$ cat src/rtl/seq_decoder.sv
// Registered index with a one-hot step bus: decode/hold mode or auto-advancing
// sequence mode wrapping at a programmable last step.
module seq_decoder #(
    parameter int WIDTH = 3,
    parameter int LAST  = 2**WIDTH - 1
) (
    input  logic                clk,
    input  logic                rst_n,
    input  logic                EN,
    input  logic                MODE,
    input  logic                LOAD,
    input  logic                CLR,
    input  logic [WIDTH-1:0]    S,
    output logic [2**WIDTH-1:0] D,
    output logic [WIDTH-1:0]    IDX,
    output logic                WRAP,
    output logic                ERR
);

    localparam logic [WIDTH-1:0] LAST_V = WIDTH'(LAST);

    logic             en_q;
    logic [WIDTH-1:0] idx_d;
    logic             wrap_d;
    logic             err_d;
    logic             load_bad;

    // Widened compare keeps the range check meaningful when LAST is the top code.
    assign load_bad = ({1'b0, S} > {1'b0, LAST_V});

    always_comb begin
        idx_d  = IDX;
        wrap_d = 1'b0;
        err_d  = 1'b0;
        if (CLR) begin
            idx_d = '0;
        end else if (LOAD) begin
            if (load_bad) begin
                err_d = 1'b1;
            end else begin
                idx_d = S;
            end
        end else if (MODE && EN) begin
            if (IDX == LAST_V) begin
                idx_d  = '0;
                wrap_d = 1'b1;
            end else begin
                idx_d = IDX + WIDTH'(1);
            end
        end
    end

    always_ff @(posedge clk or negedge rst_n) begin
        if (!rst_n) begin
            IDX  <= '0;
            en_q <= 1'b0;
            WRAP <= 1'b0;
            ERR  <= 1'b0;
        end else begin
            IDX  <= idx_d;
            en_q <= EN;
            WRAP <= wrap_d;
            ERR  <= err_d;
        end
    end

    always_comb begin
        D = '0;
        if (en_q) begin
            D[IDX] = 1'b1;
        end
    end

endmodule

$ cat config.mk
export PLATFORM = sky130hd
export DESIGN_NAME = seq_decoder
export DESIGN_NICKNAME = d
export VERILOG_FILES = /design/src/rtl/seq_decoder.sv
export SDC_FILE = /design/constraint.sdc
export NUM_CORES = 1
export LEC_CHECK = 0
export ABC_AREA = 1
export CORE_AREA = 2 2 39 41
export CTS_CLUSTER_DIAMETER = 30
export DETAILED_ROUTE_END_ITERATION = 8
export DIE_AREA = 0 0 41 43
export PLACE_DENSITY = 0.57
export SYNTH_ARGS = -nofsm -noshare
export SYNTH_HDL_FRONTEND = slang
export SYNTH_SLANG_ARGS = --single-unit
$ cat constraint.sdc
create_clock -name clk -period 1.6 [get_ports clk]
set_clock_uncertainty 0.2 [all_clocks]
set_input_delay 0.32 -clock clk [delete_from_list [all_inputs] [get_ports clk]]
set_output_delay 0.32 -clock clk [all_outputs]
set_load 0.01 [all_outputs]
# ---- Yosys cells after proc, flatten, opt, wreduce, memory -nomap -nowiden
# Index checks and enable logic that the tools add are counted.
# Widths: inputs -> output; s select.
dict set report word_totals {
  register_bits 5
  input_bits 9
  out_inout_bits 13
  word_cells 21
}
dict set report classes {
  n_addsub 1
  n_lt_le_gt_ge 2
  eq_ne 1
  n_mux 11
  reduce_logical 3
}
# op n
set ops {}
lappend ops {{$mux 3} 4}
lappend ops {{$mux 8} 1}
lappend ops {{$mux 1} 5}
lappend ops {{$lt 3x4->1 const B} 1}
lappend ops {{$add 3x1->3 const B} 1}
lappend ops {{$demux 1 s3} 1}
lappend ops {{$eq 3x3->1 const B} 1}
lappend ops {{$ge 3x1->1 const B} 1}
lappend ops {{$reduce_bool 3->1} 1}
lappend ops {{$logic_and 1x1->1} 2}

# ---- Depth between registers and ports, before layout
dict set report depth {
  word_depth 5
  depth_mapped 7
  mapped_depth_nobuf 7
}

# ---- Worst setup path after synthesis
# OpenSTA, ideal clock, no wires.
dict set report synth_path {
  path_kind {reg-to-reg}
  startpoint {register IDX[0]}
  endpoint {register IDX[2]}
  setup_time_ns 0.116
  arrival_ns 1.095
  required_time_ns 1.284
  setup_slack_ns 0.189
  path_stages_with_launch 7
  path_buffers 0
  synth_period_minus_slack_ns 1.411
  cell_sequence {dfrtp_1 -> ha_1 -> ha_1 -> nand2_1 -> nand2_1 -> nand2_1 -> nand2_1}
}
dict set report synth_via {
  elab_chain_len 5
  elab_cells_between_ends 6
  cone_classes {add/sub: 1; eq/ne: 1; mux: 4}
}
# element line
set synth_lines {}
lappend synth_lines {{start, declared} 15} ;# output logic [WIDTH-1:0] IDX,
lappend synth_lines {{start signal, assigned} 60} ;# IDX <= idx_d;
lappend synth_lines {{$add 3x1->3 / $eq 3x3->1 (equally long branches)} {48, 44}}
lappend synth_lines {{$mux 3 *} 44} ;# if (IDX == LAST_V) begin
lappend synth_lines {{$mux 3 *} 43} ;# end else if (MODE && EN) begin
lappend synth_lines {{$mux 3 *} 37} ;# end else if (LOAD) begin
lappend synth_lines {{$mux 3 *} 35} ;# if (CLR) begin
# Every way passes the cells marked *; elsewhere a longest branch is shown, timed or not. The select of a mux whose other input is x is not followed.
# A chain may end at the register's enable or synchronous reset.

# ---- Worst setup path after layout
dict set report layout_path {
  startpoint {register IDX[2]}
  endpoint {output D[6]}
}
dict set report layout_via {
  elab_chain_len 5
  elab_cells_between_ends 6
  cone_classes {order compare: 2; mux: 3; reduce/logical: 1}
}
# element line
set layout_lines {}
lappend layout_lines {{$lt 3x4->1 (implied by the code) / $ge 3x1->1 (equally long branches)} 70} ;# D[IDX] = 1'b1;
lappend layout_lines {{$logic_and 1x1->1 (implied by the code)} 70}
lappend layout_lines {{$mux 1 (implied by the code)} 70}
lappend layout_lines {{$demux 1 s3 *} 70}
lappend layout_lines {{$mux 8 *} 69} ;# if (en_q) begin
lappend layout_lines {{end, declared} 14} ;# output logic [2**WIDTH-1:0] D,
# Every way passes the cells marked *; elsewhere a longest branch is shown, timed or not.

==> flow_summary.ini <==
[cts]
cts.sinks = 5
h-tree-depth = 1
clk_pin_slew_ps = 40
root_buffer = clkbuf_4
clockBufferDepth = 2
numCtsBuffers = 3
cts_tree = built
clock_latency_ps = 240

[yosys]
avgSynthCellArea_um2 = 6.40
synth_area_um2 = 339
netlist_instances = 53
syn_nets = 64
ys_ff_latch = 5
yosysWarnings = 0
yosysSeqAreaShare_pct = 36.9
netlist-cell-type-count = 9

[critical_path]
crit_start = IDX[2]
slowest_delay_ps = 390
cp_slowest_cell = dfrtp_1
r2r_slack_ps = 110
crit_cells = 4
required_ps = 1080
critPathCaptureType = output pin
reg2reg_from = IDX[0]
timing.rr.end = IDX[2]
crit_family = flip-flops
reg2reg_depth = 7
critPathArrivalTime_ps = 1020
startpoint_type = register
crit_path_end = D[6]
path_max_fanout = 4
critPathKind = reg -> out
path_buf_inv = 2
critical_path.cell_chain = buf_6 > nand2_1 > nor2_1 > buf_2

[run_status]
status = complete, no violations

[timing]
hold_slack_ps = 97.2
post-route-period-util_pct = 96.2
rsz0062_at_grt = true
hold_viol_final = 0
slew_viol_final = 0
fmax_ghz = 0.650
setup_viol = 0
min_period_ps = 1540

[die]
start_util_pct = 24.5
core.rowCount = 14
io_pins = 22
design.die.area_um2 = 1760
dieWidth_um = 41
core_area_um2 = 1380
die_y_um = 43

[finish]
final_cell_area_um2 = 598
stdcell_count = 99
mostFrequentLayoutCell = nand2_1
drive_gt1_share_pct = 27.7
fillCellCount = 161
fin_nets = 95
num_antenna_cells = 0
multiInputGateArea_um2 = 193
final_util_pct = 43.2
seqCellArea_um2 = 125
final_cell_mix = 26 x nand2_1, 11 x nor2_1, 8 x clkdlybuf4s50_1, 8 x buf_2, 6 x buf_4
areaGrowthSynthToFinish_pct = 76.4

[routing]
wirelength_um = 742
ant_nets = 0
vias_per_cell = 3.93
routedWlPerCell_um = 7.49
route.detailed.drc = 0
dr_total_vias = 389
first_pass_iters = 2
first_iter_violations = 5

[placed_design]
dpl.hpwl_um = 621
placed_area_um2 = 582
port_buffers = 20
routabilityCongestion = 0.679
dp.cells = 92

[power]
p_per_area_nw_per_um2 = 653
p_leak_nw = 0.338
peakVddDrop_mv = 0.248

[flow_run]
cap_violations = 0

[global_route]
antenna_found_initial = 0
grt_usage_pct = 11.1
grt_max_degree = 6
grt_overflow = 0
grt_pass1_wl_um = 1280
grt_pass1_vias = 369

[hold_path]
min-delay-path-class = in -> async
synthesized netlist by cell type:
master	count	area share, %
nor2_1	11	12
ha_1	2	7.4
dfrtp_1	5	37
a21oi_4	1	4.8
buf_4	1	2.2
inv_1	3	3.3
inv_2	2	2.2
conb_1	1	1.1
nand2_1	27	30
stage by stage:
stage          power [W]  setup slack, ps  setup TNS, ps
6_report        0.000391             60.5              0
4_1_cts         0.000398             22.5              0
3_5_place_dp    0.000253             -106           -635
5_1_grt         0.000427            -36.5          -97.7
2_1_floorplan   0.000189              189              0
3_3_place_gp    0.000252            -92.2           -542
logic make-up after synthesis:
| family | count (synthesis) | synth area share [%] |
|---|---|---|
| AND/OR/NAND/NOR | 38 | 42.1 |
| adder cells (fa/ha/maj) | 2 | 7.38 |
| buffers and inverters | 6 | 7.75 |
| other | 1 | 1.11 |
| AO/OA/AOI/OAI | 1 | 4.80 |
| flip-flops | 5 | 36.9 |
state kept, by name, indices dropped and copies added, names as in the netlist:
name  count
IDX       3
WRAP      1
en_q      1
worst min-delay path by stage:
stage | from | endpoint | cells past startpoint
floorplan | rst_n | IDX[0] | 0
global placement | rst_n | en_q | 1
detailed placement | rst_n | WRAP | 1
CTS | rst_n | IDX[2] | 1
global route | rst_n | en_q | 1
finish | rst_n | IDX[2] | 1
area by class of cell:
cell class | instances | area share (%)
clock buffer | 4 | 4.39
inverter | 5 | 3.14
timing repair buffer | 27 | 36.0
sequential | 5 | 20.9
tap | 16 | 3.35
multi-input combinational | 42 | 32.2
what timing repair did:
action,in CTS,in global routing
gates resized for setup,37,5
setup endpoints to repair,12,8
pin swaps,0,1
buffers inserted,3,0
hold buffers,0,0
where the power goes:
part	internal [W]	switching (W)
Clock	0.0000940	0.0000474
Sequential	0.000134	0.00000541
Combinational	0.0000584	0.0000516
Total	0.000286	0.000104
metal layers:
layer  GRT usage, %  up-vias  wire length, µm
met3           3.14        0               69
met5              0        -                0
met1           10.1      157              276
li1               -      216                -
met4           10.0        0                0
met2           18.1       16              396
Note: power is estimated with default switching activity, not from simulation.
